`src/rtl/regfile_wb_arbiter.sv`:
```
// regfile_wb_arbiter
//   Write-back arbiter for the register file's single write port. NUM_REQ
//   producers present writes over valid/ready. At most one is granted per cycle,
//   in round-robin order. The granted write is registered once and driven to
//   the regfile write port. The optional read-path forwarding is enabled with
//   the macro WB_FORWARD_EN.
//
//   Ports
//     clk, rst_n            clock (rising edge), asynchronous active-low reset
//     req_valid/req_ready   per-requester handshake; ready is combinational, one-hot or zero
//     req_addr/req_data     flattened per-requester destination register / write data
//     rf_writeReg/Data/write  registered regfile write port
//     rd_addr1/2            read addresses (also drive regfile readReg1/2)
//     rf_rdata1/2           regfile asynchronous read data
//     rd_data1/2            read data to the datapath (forwarded when WB_FORWARD_EN)
//     wr_count              committed write count (wraps at 2^32)

// One read port's bypass from the in-flight write-port register.
module wb_fwd_port #(
  parameter int DATAWIDTH = 32
) (
  input  logic                 i_rf_write,
  input  logic [4:0]           i_rf_waddr,
  input  logic [DATAWIDTH-1:0] i_rf_wdata,
  input  logic [4:0]           i_rd_addr,
  input  logic [DATAWIDTH-1:0] i_rf_rdata,
  output logic [DATAWIDTH-1:0] o_rd_data
);
`ifdef WB_FORWARD_EN
  // A dropped address-0 write never raises i_rf_write, so address 0 is never bypassed.
  assign o_rd_data = (i_rf_write && (i_rd_addr == i_rf_waddr)) ? i_rf_wdata : i_rf_rdata;
`else
  logic w_unused;
  assign w_unused  = ^{i_rf_write, i_rf_waddr, i_rf_wdata, i_rd_addr};
  assign o_rd_data = i_rf_rdata;
`endif
endmodule

module regfile_wb_arbiter #(
  parameter int DATAWIDTH = 32,
  parameter int NUM_REQ   = 2,
  parameter int DROP_ZERO = 1
) (
  input  logic                           clk,
  input  logic                           rst_n,
  input  logic [NUM_REQ-1:0]             req_valid,
  output logic [NUM_REQ-1:0]             req_ready,
  input  logic [5*NUM_REQ-1:0]           req_addr,
  input  logic [DATAWIDTH*NUM_REQ-1:0]   req_data,
  output logic [4:0]                     rf_writeReg,
  output logic [DATAWIDTH-1:0]           rf_writeData,
  output logic                           rf_write,
  input  logic [4:0]                     rd_addr1,
  input  logic [4:0]                     rd_addr2,
  input  logic [DATAWIDTH-1:0]           rf_rdata1,
  input  logic [DATAWIDTH-1:0]           rf_rdata2,
  output logic [DATAWIDTH-1:0]           rd_data1,
  output logic [DATAWIDTH-1:0]           rd_data2,
  output logic [31:0]                    wr_count
);
  localparam int PW = (NUM_REQ > 2) ? 2 : 1;

  logic [PW-1:0]        r_ptr;
  logic                 r_we;
  logic [4:0]           r_waddr;
  logic [DATAWIDTH-1:0] r_wdata;
  logic [31:0]          r_cnt;

  logic [NUM_REQ-1:0]   w_gnt;
  logic                 w_gnt_vld;
  logic [PW-1:0]        w_gnt_idx;
  logic [PW:0]          w_sum;
  logic [4:0]           w_gnt_addr;
  logic [DATAWIDTH-1:0] w_gnt_data;
  logic [PW-1:0]        w_ptr_nxt;
  logic                 w_drop;

  // Rotating priority search: first valid at or after r_ptr, wrapping at NUM_REQ.
  // rst_n gates the grant so nothing is acknowledged while in reset.
  always_comb begin
    w_gnt      = '0;
    w_gnt_vld  = 1'b0;
    w_gnt_idx  = '0;
    w_sum      = '0;
    for (int k = 0; k < NUM_REQ; k++) begin
      w_sum = {1'b0, r_ptr} + (PW+1)'(k);
      if (w_sum >= (PW+1)'(NUM_REQ)) w_sum = w_sum - (PW+1)'(NUM_REQ);
      if (!w_gnt_vld && rst_n && req_valid[w_sum[PW-1:0]]) begin
        w_gnt_vld              = 1'b1;
        w_gnt_idx              = w_sum[PW-1:0];
        w_gnt[w_sum[PW-1:0]]   = 1'b1;
      end
    end
  end

  assign req_ready  = w_gnt;
  assign w_gnt_addr = req_addr[5*w_gnt_idx +: 5];
  assign w_gnt_data = req_data[DATAWIDTH*w_gnt_idx +: DATAWIDTH];
  assign w_ptr_nxt  = (w_gnt_idx == PW'(NUM_REQ-1)) ? '0 : w_gnt_idx + 1'b1;
  assign w_drop     = (DROP_ZERO != 0) && (w_gnt_addr == 5'd0);

  always_ff @(posedge clk or negedge rst_n) begin
    if (!rst_n) begin
      r_ptr   <= '0;
      r_we    <= 1'b0;
      r_waddr <= '0;
      r_wdata <= '0;
      r_cnt   <= '0;
    end else begin
      // Dropped address-0 writes still complete the handshake and rotate priority.
      r_we <= w_gnt_vld && !w_drop;
      if (w_gnt_vld) begin
        r_ptr   <= w_ptr_nxt;
        r_waddr <= w_gnt_addr;
        r_wdata <= w_gnt_data;
      end
      if (r_we) r_cnt <= r_cnt + 32'd1;
    end
  end

  assign rf_write     = r_we;
  assign rf_writeReg  = r_waddr;
  assign rf_writeData = r_wdata;
  assign wr_count     = r_cnt;

  logic [1:0][4:0]           w_rd_addr;
  logic [1:0][DATAWIDTH-1:0] w_rf_rdata;
  logic [1:0][DATAWIDTH-1:0] w_rd_data;

  assign w_rd_addr  = {rd_addr2, rd_addr1};
  assign w_rf_rdata = {rf_rdata2, rf_rdata1};

  for (genvar p = 0; p < 2; p++) begin : g_fwd
    wb_fwd_port #(.DATAWIDTH(DATAWIDTH)) u_fwd (
      .i_rf_write (r_we),
      .i_rf_waddr (r_waddr),
      .i_rf_wdata (r_wdata),
      .i_rd_addr  (w_rd_addr[p]),
      .i_rf_rdata (w_rf_rdata[p]),
      .o_rd_data  (w_rd_data[p])
    );
  end

  assign rd_data1 = w_rd_data[0];
  assign rd_data2 = w_rd_data[1];
endmodule

```
`config.mk`:
```
export PLATFORM = sky130hd
export DESIGN_NAME = regfile_wb_arbiter
export DESIGN_NICKNAME = d
export VERILOG_FILES = /design/src/rtl/regfile_wb_arbiter.sv
export SDC_FILE = /design/constraint.sdc
export NUM_CORES = 1
export LEC_CHECK = 0
export BUFFER_PORTS_ARGS = -buffer_cell sky130_fd_sc_hd__buf_4
export CAP_MARGIN = 20
export CORE_AREA = 2 2 112 114
export DETAILED_ROUTE_END_ITERATION = 10
export DIE_AREA = 0 0 114 116
export GPL_ROUTABILITY_DRIVEN = 0
export PLACE_DENSITY = 0.66
export SLEW_MARGIN = 20
export SYNTH_ARGS = -nofsm -noshare
export SYNTH_HDL_FRONTEND = slang
export SYNTH_SLANG_ARGS = --single-unit
```
`constraint.sdc`:
```
create_clock -name clk -period 2.4 [get_ports clk]
set_input_delay 0.72 -clock clk [delete_from_list [all_inputs] [get_ports clk]]
set_output_delay 0.72 -clock clk [all_outputs]
set_load 0.03 [all_outputs]
```
==> results of run 1 <==
[layer usage]
metal	global-route usage, %	up-vias	wire (µm)	share of wire (%)
met5	0	-	0	0
met4	5.20	0	217	2.4
met3	5.75	35	714	8.0
met2	21.0	137	4010	45
met1	17.1	1317	3940	44
li1	-	1341	-	-
[per-stage QoR]
step | power (W) | area, µm² | util (%) | hold slack, ns | instances
6_report | 0.00352 | 4820 | 40.5 | 0.202 | 597
3_5_place_dp | 0.00239 | 4570 | 38.4 | 0.469 | 584
4_1_cts | 0.00358 | 4820 | 40.5 | 0.185 | 597
2_1_floorplan | 0.00216 | 3760 | - | 0.424 | 364
3_3_place_gp | 0.00238 | 4570 | 38.4 | 0.465 | 584
5_1_grt | 0.00372 | 4820 | 40.5 | 0.178 | 597
[state kept, by name (all words and copies together) (netlist names)]
register / cells
r_ptr: 1
rf_writeReg: 5
rf_writeData: 32
wr_count: 32
rf_write: 1
[layout make-up]
cell class                      instances  area share [%]
Inverter                                3           0.234
Multi-Input combinational cell        210            29.8
Clock inverter                          2           0.208
Tap cell                              147            3.81
Timing Repair Buffer                  153            24.1
Clock buffer                           11            5.03
Sequential cell                        71            36.8
[synth_stat cells]
master	number
a21oi_1	2
a311oi_1	1
and2_0	1
and2_1	5
and3_1	5
and4_1	5
and4_2	1
buf_2	7
buf_4	64
clkbuf_1	9
dfrtp_1	71
ha_1	1
inv_1	3
mux2_2	1
mux2i_1	37
nand2_1	47
nand3_1	6
nand4_1	13
nand4_4	1
nor2_1	4
nor3_1	5
nor4_2	1
nor4_4	1
nor4b_4	1
o211ai_1	1
o21ai_0	38
or2_1	1
or4_1	1
xnor2_1	21
xor2_1	10
[power by group through the flow]
stage	registers (W)	logic, W	clock network, W
5_1_grt	0.00148	0.000966	0.00127
2_1_floorplan	0.00174	0.000425	0
6_report	0.00146	0.000899	0.00116
4_1_cts	0.00146	0.000915	0.00120
3_3_place_gp	0.00148	0.000900	0
3_5_place_dp	0.00148	0.000914	0
[kinds of logic after synthesis]
family                     Yosys count  share of synthesized area, %
adders and majority gates            1                         0.333
xor gates and xnor gates            31                          7.22
and+or+nand+nor                     98                          14.4
DFF                                 71                          47.2
muxes                               38                          10.1
AOI/OAI and AO/OA                   42                          5.75
buffers and inverters               83                          14.9
[how the worst max path moves through the flow]
stage	start	slack [ns]	endpoint	depth (start not counted)
floorplan	req_valid[0]	0.24	req_ready[1]	4
global placement	req_valid[0]	0.31	req_ready[1]	5
detailed placement	req_valid[0]	0.30	req_ready[1]	5
CTS	req_valid[0]	0.29	req_ready[1]	5
global route	req_valid[0]	0.20	req_ready[1]	5
finish	req_valid[0]	0.30	req_ready[1]	5
[cell usage in the layout, fill, tap and decap left out, types with 2 or more instances in the layout]
cell type / synthesis / final
nand3_1: 6 / 6
a21oi_1: 2 / 2
clkinv_2: 0 / 2
xor2_1: 10 / 10
nor2_1: 4 / 4
xnor2_1: 21 / 21
and3_1: 5 / 5
and2_1: 5 / 5
clkbuf_16: 0 / 9
nor3_1: 5 / 5
inv_1: 3 / 3
and4_1: 5 / 5
o21ai_0: 38 / 37
dfrtp_1: 71 / 71
buf_4: 64 / 152
mux2i_1: 37 / 37
nand2_1: 47 / 47
nand4_1: 13 / 13
[critical path, delay by kind of cell]
| family | cells | cell delay [ns] |
|---|---|---|
| AOI/OAI and AO/OA | 1 | 0.24 |
| buffers and inverters | 4 | 0.42 |
==> flow_summary_export.csv, run 1 <==
group,metric,value,unit
power,p_switching,0.00110,W
timing,slew_headroom,40.8,%
setup_path,rr_worst_depth,5,
power,seqPwrFrac,41.6,%
timing,setup_tns,0,ns
yosys,synthCells,364,
clock_network,clock-root-buffer,"clkbuf_16",
clock_network,insertion_delay,0.32,ns
cells_and_area,multi_input_area,1440,µm²
timing,timing.fmax,0.477,GHz
yosys,synth-seq-cells,71,
setup_path,reg2reg_slack,0.49,ns
setup_path,reg2reg_to,"wr_count[30]",
clock_network,clk_path_buf_depth,2,
clock_network,cts_setup_buffers,0,
placed_design,io_buffers,149,
yosys,yosysSeqAreaShare,47.2,%
yosys,syn_nets,517,
power,powerDensity,729,nW/µm²
clock_network,clock_sinks,71,
timing,timing.final.ws_setup,0.302,ns
timing,worst_pin_slew,0.888,ns
clock_network,ctsResizeCount,0,
clock_network,cts_tree,"done",
status,status,"finished clean",
die,die_area,13200,µm²
yosys,syn_area,3760,µm²
die,num_io_pins,288,
global_route,grt_antenna_before_repair,0,
yosys,yosysWarnings,0,
setup_path,startpoint_type,"input pin",
setup_path,critPathCaptureType,"output port",
cells_and_area,fin_nets,601,
power,leakage,2.55,nW
power,clockPowerShare,32.9,%
die,fp-row-count,40,
routing,first_iter_violations,128,
global_route,grt-ovfl-total,0,
yosys,ys_types,30,
setup_path,critPathArrivalTime,1.38,ns
global_route,grt_usage,13.6,%
cells_and_area,fill_cells,1173,
routing,viasPerCell,4.74,
routing,dr.pass1.iters,4,
placed_design,post-place-ws,0.299,ns
die,initial_utilization,31.6,%
cells_and_area,antennaDiodeCount,0,
global_route,grt_max_degree,77,
power,switching_share,31.3,%
timing,clock_skew,0.00428,ns
setup_path,cp_slowest_cell,"o211ai_1",
setup_path,critPathMaxStageDelay,0.24,ns
clock_network,clk_transition_reported_paths,0.05,ns
yosys,yosysTopAreaCell,"dfrtp_1",
timing,fin_crit,2.10,ns
run,maxCapViolations,0,
clock_network,cts_buffers,9,
power,vdd_drop_max,0.000307,V
timing,rsz0062_at_grt,"false",
clock_network,cts_max_level,3,
global_route,grt_pass1_vias,2763,
setup_path,crit_chain,"buf_4, inv_1, o211ai_1, inv_1, buf_4",
cells_and_area,ff_latch_area,1780,µm²
die,die_y,116,µm
setup_path,worstPathMaxFanout,3,
placed_design,dp_hpwl,6720,µm
routing,post_drt_wl_per_cell,14.9,µm
yosys,avgSynthCellArea,10.3,µm²
power,p_int,0.00242,W
setup_path,worstPathRequired,1.68,ns
routing,drc,0,
cells_and_area,area_growth,28.2,%
cells_and_area,drive_gt1_share,38.2,%
timing,post-route-period-util,87.4,%
die,die_width,114,µm
yosys,synthTopCellsByArea,"dfrtp_1, buf_4, mux2i_1, o21ai_0, xnor2_1",
min_path,min_path_type,"in -> async",
global_route,grt_pass1_wl,14000,µm
routing,detail-route-antenna-nets,0,
setup_path,reg2reg_from,"wr_count[0]",
yosys,synth_top_area_share,47.2,%
power,combPwrFrac,25.6,%
routing,vias,2830,
clock_network,hold_buffers,0,
timing,hold_viol_final,0,
routing,wl,8880,µm
die,coreArea,11900,µm²
setup_path,path_class,"in -> out",
timing,finalMaxSlewViolations,0,
timing,setup_violations,0,
No activity file was read; power rests on OpenSTA's default activity.
==> run 2, diff against run 1 <==
--- a/config.mk
+++ b/config.mk
@@ -7,11 +7,12 @@
 export LEC_CHECK = 0
 export BUFFER_PORTS_ARGS = -buffer_cell sky130_fd_sc_hd__buf_4
 export CAP_MARGIN = 20
-export CORE_AREA = 2 2 112 114
+export CELL_PAD_IN_SITES_DETAIL_PLACEMENT = 0
+export CELL_PAD_IN_SITES_GLOBAL_PLACEMENT = 1
+export CORE_UTILIZATION = 30
 export DETAILED_ROUTE_END_ITERATION = 10
-export DIE_AREA = 0 0 114 116
-export GPL_ROUTABILITY_DRIVEN = 0
-export PLACE_DENSITY = 0.66
+export PLACE_DENSITY_LB_ADDON = 0.1
+export RECOVER_POWER = 25
 export SLEW_MARGIN = 20
 export SYNTH_ARGS = -nofsm -noshare
 export SYNTH_HDL_FRONTEND = slang
==> run 2 against run 1 <==
Worst hold slack gained 0.017 ns. Clock-buffer cell count grew 3. Non-clock buffer count grew 3. Global-route usage grew 1.0 points. Register-to-register slack is essentially flat. Via count shrank 1.1%. Critical path type unchanged. Highest routed layer unchanged.
==> flow_summary_export.csv, run 2 (same netlist as run 1, synthesis figures left out) <==
group,metric,value,unit
routing,viasPerCell,4.49,
die,fp-row-count,40,
setup_path,critPathCaptureType,"output port",
timing,finalMaxSlewViolations,0,
timing,slew_headroom,1.31,%
min_path,min_path_type,"in -> async",
setup_path,cp_slowest_cell,"o211ai_1",
setup_path,crit_chain,"buf_4, inv_1, o211ai_1, inv_1, buf_4",
timing,fin_crit,2.03,ns
die,num_io_pins,288,
placed_design,gp_congestion,0.716,
timing,worst_pin_slew,1.48,ns
placed_design,io_buffers,149,
clock_network,insertion_delay,0.33,ns
power,powerDensity,743,nW/µm²
power,leakage,2.57,nW
routing,detail-route-antenna-nets,0,
status,status,"finished clean",
timing,setup_violations,0,
die,initial_utilization,31.1,%
die,die_y,114,µm
setup_path,worstPathMaxFanout,3,
die,die_area,13000,µm²
setup_path,cp_num_buf_inv,4,
global_route,grt_antenna_before_repair,1,
routing,vias,2799,
clock_network,ctsResizeCount,0,
clock_network,cts_buffers,9,
clock_network,clock-root-buffer,"clkbuf_16",
clock_network,hold_buffers,0,
power,vdd_drop_max,0.000377,V
routing,first_iter_violations,95,
setup_path,path_class,"in -> out",
global_route,grt_usage,14.6,%
routing,dr.pass1.iters,4,
cells_and_area,fin_nets,604,
timing,timing.fmax,0.492,GHz
global_route,grt-ovfl-total,0,
placed_design,dp_cells,608,
routing,drc,0,
die,coreArea,12100,µm²
global_route,grt_pass1_vias,2770,
clock_network,cts_tree,"done",
clock_network,cts_max_level,3,
clock_network,clk_path_buf_depth,2,
timing,rsz0062_at_grt,"false",
setup_path,critPathMaxStageDelay,0.19,ns
timing,post-route-period-util,84.6,%
global_route,grt_pass1_wl,14500,µm
setup_path,worstPathRequired,1.68,ns
timing,clock_skew,0.00509,ns
cells_and_area,drive_gt1_share,38.8,%
setup_path,critPathTopFamily,"buffers and inverters",
cells_and_area,final_common_cell,"buf_4",
clock_network,clk_transition_reported_paths,0.05,ns
cells_and_area,final_cell_mix,"buf_4, dfrtp_1, nand2_1",
timing,hold_viol_final,0,
clock_network,cts_setup_buffers,0,
global_route,grt_max_degree,65,
timing,setup_tns,0,ns
setup_path,critPathArrivalTime,1.31,ns
routing,wl,9080,µm
cells_and_area,fin_cells,623,
placed_design,dp_hpwl,6670,µm
clock_network,clock_sinks,71,
run,maxCapViolations,0,
cells_and_area,area_growth,30.2,%
setup_path,startpoint_type,"input pin",
routing,post_drt_wl_per_cell,14.6,µm
die,die_width,114,µm
-- run 2: final timing paths --
path / start / end / slack, ns / cells past startpoint
worst max-delay path: req_valid[0] / req_ready[1] / 0.37 / 5
worst min-delay path: rst_n / rf_writeData[14] / 0.22 / 1
worst max register to register: wr_count[0] / wr_count[22] / 0.49 / 5
worst min register to register: wr_count[31] / wr_count[31] / 0.47 / 1
max in group asynchronous: rst_n / wr_count[9] / 0.53 / 2
min in group clk: wr_count[31] / wr_count[31] / 0.47 / 1
-- run 2: cell type report --
cell class / instances / area, µm²
fill: 1226 / 7210
multi-input combinational: 210 / 1440
clock buffer: 14 / 284
tap: 168 / 210
sequential: 71 / 1780
timing repair buffer: 156 / 1180
inverter: 3 / 11.3
antenna: 1 / 2.50
-- run 2: routing by layer --
layer / track usage, % / vias to the layer above / wire (µm)
met3: 8.34 / 10 / 1150
met1: 17.4 / 1304 / 3770
met2: 22.2 / 142 / 4080
met5: 0 / - / 0
met4: 4.85 / 0 / 74
li1: - / 1343 / -
-- run 2: metrics by stage --
stage          utilization [%]  area [µm²]  power [W]  setup slack (ns)  hold slack (ns)
2_1_floorplan                -        3760    0.00216             0.241            0.424
3_3_place_gp              38.1        4620    0.00239             0.293            0.464
3_5_place_dp              38.1        4620    0.00241             0.282            0.465
4_1_cts                   40.5        4900    0.00373             0.358            0.206
5_1_grt                   40.5        4900    0.00384             0.200            0.211
6_report                  40.5        4900    0.00364             0.369            0.219
-- run 2: worst reg2reg max path, stage by stage, from the launching register on --
cell and delay, ns:
dfrtp_1 0.41, ha_1 0.23, nand4_4 0.15, nor4_4 0.62, nand4_1 0.22, xnor2_1 0.17
-- run 2: where the power goes --
group	total [W]	internal (W)	switching, W	leakage [nW]
Combinational	0.000910	0.000376	0.000534	1.52
Sequential	0.00146	0.00134	0.000121	0.914
Clock	0.00127	0.000801	0.000470	0.141
==> run 3, diff against run 2 <==
--- a/config.mk
+++ b/config.mk
@@ -5,11 +5,12 @@
 export SDC_FILE = /design/constraint.sdc
 export NUM_CORES = 1
 export LEC_CHECK = 0
+export ABC_AREA = 1
 export BUFFER_PORTS_ARGS = -buffer_cell sky130_fd_sc_hd__buf_4
 export CAP_MARGIN = 20
 export CELL_PAD_IN_SITES_DETAIL_PLACEMENT = 0
 export CELL_PAD_IN_SITES_GLOBAL_PLACEMENT = 1
-export CORE_UTILIZATION = 30
+export CORE_UTILIZATION = 25
 export DETAILED_ROUTE_END_ITERATION = 10
 export PLACE_DENSITY_LB_ADDON = 0.1
 export RECOVER_POWER = 25
==> constraint.sdc (replaced) <==
create_clock -name clk -period 1.7 [get_ports clk]
set_input_delay 0.51 -clock clk [delete_from_list [all_inputs] [get_ports clk]]
set_output_delay 0.51 -clock clk [all_outputs]
set_load 0.03 [all_outputs]
==> run 3 against run 2 <==
Design area up 10%. Sequential share of layout area decreased by 3.3 points. Clock-buffer cell count is 2 lower. Clock power rose by 50%. Non-clock buffer count up 14. Sequential power increased by 42%. Critical path type is now reg -> out. Largest cell class unchanged.
==> flow_summary_export.csv, run 3 <==
group,metric,value,unit
routing,vias,3548,
die,num_io_pins,288,
yosys,synthCells,523,
cells_and_area,final_common_cell,"buf_4",
global_route,grt_antenna_before_repair,0,
die,die_width,130,µm
yosys,synthArstFlopShare,100,%
status,status,"finished clean",
placed_design,io_buffers,149,
yosys,syn_nets,676,
yosys,ys_types,26,
power,p_int,0.00367,W
setup_path,critPathMaxStageDelay,0.37,ns
power,leakage,2.60,nW
cells_and_area,fill_cells,1724,
clock_network,hold_buffers,0,
timing,clock_skew,0.00781,ns
routing,post_drt_wl_per_cell,14.1,µm
setup_path,path_class,"reg -> out",
setup_path,cp_slowest_cell,"dfrtp_1",
yosys,yosysTopAreaCell,"dfrtp_1",
cells_and_area,drive_gt1_share,33.8,%
die,initial_utilization,25.7,%
yosys,synth_top_area_share,43.6,%
timing,finalMaxSlewViolations,0,
setup_path,critPathCaptureType,"output port",
global_route,grt-ovfl-total,0,
clock_network,cts_buffers,9,
yosys,synthTopCellsByArea,"dfrtp_1, buf_4, nand2_1, o21ai_0, nor2_1",
clock_network,clk_path_buf_depth,2,
placed_design,gp_congestion,0.744,
cells_and_area,area_growth,32.3,%
power,p_switching,0.00179,W
yosys,synth.most_common_cell,"nand2_1",
routing,first_iter_violations,135,
global_route,grt_pass1_wl,19300,µm
power,switching_share,32.8,%
setup_path,reg2reg_from,"wr_count[19]",
yosys,yosysWarnings,0,
power,seqPwrFrac,38.0,%
cells_and_area,final_util,34.0,%
global_route,grt_max_degree,36,
clock_network,clk_transition_reported_paths,0.06,ns
power,powerDensity,1010,nW/µm²
routing,detail-route-antenna-nets,0,
setup_path,endpoint,"req_ready[0]",
routing,dr.pass1.iters,4,
min_path,min_path_type,"in -> async",
yosys,synth_commonest_cells,"nand2_1, o21ai_0, dfrtp_1",
global_route,grt_pass1_vias,3611,
setup_path,startpoint,"r_ptr",
routing,wl,12000,µm
setup_path,rr_worst_depth,7,
cells_and_area,antennaDiodeCount,0,
die,fp-row-count,46,
die,die_y,130,µm
timing,timing.final.ws_setup,0.0217,ns
setup_path,crit_chain,"inv_2, nand2_2, nand2_4, clkinv_4, nor2_4, buf_6",
timing,rsz0062_at_grt,"true",
timing,timing.fmax,0.596,GHz
timing,hold_viol_final,0,
clock_network,clock-root-buffer,"clkbuf_16",
yosys,yosysSeqAreaShare,43.6,%
cells_and_area,fin_nets,778,
die,coreArea,15900,µm²
clock_network,clock_sinks,71,
timing,fin_crit,1.68,ns
setup_path,reg2reg_slack,0.20,ns
cells_and_area,final_cell_mix,"buf_4, nand2_1, o21ai_0",
setup_path,worstPathRequired,1.19,ns
clock_network,insertion_delay,0.34,ns
setup_path,worstPathMaxFanout,3,
yosys,synth-seq-cells,71,
setup_path,startpoint_type,"register",
timing,setup_violations,0,
placed_design,placed_cell_area,5090,µm²
global_route,grt_usage,15.1,%
yosys,syn_area,4080,µm²
timing,post-route-period-util,98.7,%
power,clockPowerShare,34.9,%
cells_and_area,ff_latch_area,1780,µm²
setup_path,critPathArrivalTime,1.17,ns
power,combPwrFrac,27.2,%
clock_network,cts_max_level,3,
clock_network,cts_tree,"done",
timing,worst_pin_slew,0.957,ns
yosys,ys.flop_type,"dfrtp_1",
placed_design,post-place-ws,-0.0213,ns
timing,slew_headroom,36.2,%
power,vdd_drop_max,0.000442,V
cells_and_area,multi_input_area,1630,µm²
routing,viasPerCell,4.19,
power,power,0.00546,W
timing,setup_tns,0,ns
yosys,avgSynthCellArea,7.80,µm²
routing,drc,0,
die,die_area,16800,µm²
cells_and_area,final_cell_area,5390,µm²
run,maxCapViolations,0,
placed_design,dp_hpwl,8980,µm
yosys,synth_edf_count,0,
setup_path,reg2reg_to,"wr_count[28]",
-- run 3: cell count changes in the layout (fill, tap and decap cells not counted), sizes merged, moves of 11 or more --
| cell | change |
|---|---|
| nand3 | +14 |
| nor2 | +71 |
| xnor2 | -13 |
| nand2 | +82 |
| mux2i | -37 |
| inv | +33 |
| buf | +11 |
| o21ai | +39 |
-- run 3: kinds of logic (layout without fill, tap and decap cells) --
kind of cell,Yosys count,count (layout),share of synthesized area [%]
AO/OA/AOI/OAI,78,78,9.57
adder cells (fa/ha/maj),1,1,0.307
AND/OR/NAND/NOR,236,236,25.4
XOR/XNOR,20,20,4.30
buffers and inverters,117,224,16.8
flip-flops,71,71,43.6
-- run 3: area by class of cell --
class,instances,share of cell area (%)
clock inverter,4,0.835
timing repair buffer,170,23.6
sequential,71,33.0
multi-input combinational,335,30.3
tap,216,5.01
inverter,38,2.76
clock buffer,12,4.57
-- run 3: layer usage --
metal	GRT usage [%]	share of wire, %
met1	17.5	42
met2	23.9	46
met3	7.05	10
met4	6.70	2.1
met5	0	0
-- run 3: power groups by stage --
stage                     Sequential, W  Combinational [W]  Clock, W
after floorplan                 0.00250           0.000654         0
after global placement          0.00209            0.00150         0
after detailed placement        0.00210            0.00150         0
after CTS                       0.00207            0.00151   0.00198
after global routing            0.00211            0.00162   0.00205
final                           0.00207            0.00148   0.00190
-- run 3: critical path: cells and delay by family (launching register included) --
kind	cells	cell delay, ns
flops	1	0.37
buf+inv	3	0.25
simple gates	3	0.21
-- run 3: how the worst min path moves through the flow --
stage	startpoint	to	cells past startpoint
2_1_floorplan	rst_n	r_ptr	0
3_3_place_gp	rf_writeData[11]	rf_writeData[11]	2
3_5_place_dp	rf_writeData[6]	rf_writeData[6]	2
4_1_cts	rst_n	rf_writeData[18]	2
5_1_grt	rst_n	rf_writeData[18]	2
6_report	rst_n	rf_writeData[18]	2
-- run 3: timing repair --
action | in CTS | in global routing
pin swaps | 2 | 0
setup endpoints to repair | 3 | 1
cloned | 0 | 0
buffers inserted | 1 | 0
resized for setup | 4 | 1
-- run 3: per-stage QoR --
stage	hold slack, ns	cells
after detailed placement	0.475	829
after global routing	0.179	846
after floorplan	0.214	523
final	0.167	846
after CTS	0.119	846
after global placement	0.468	829
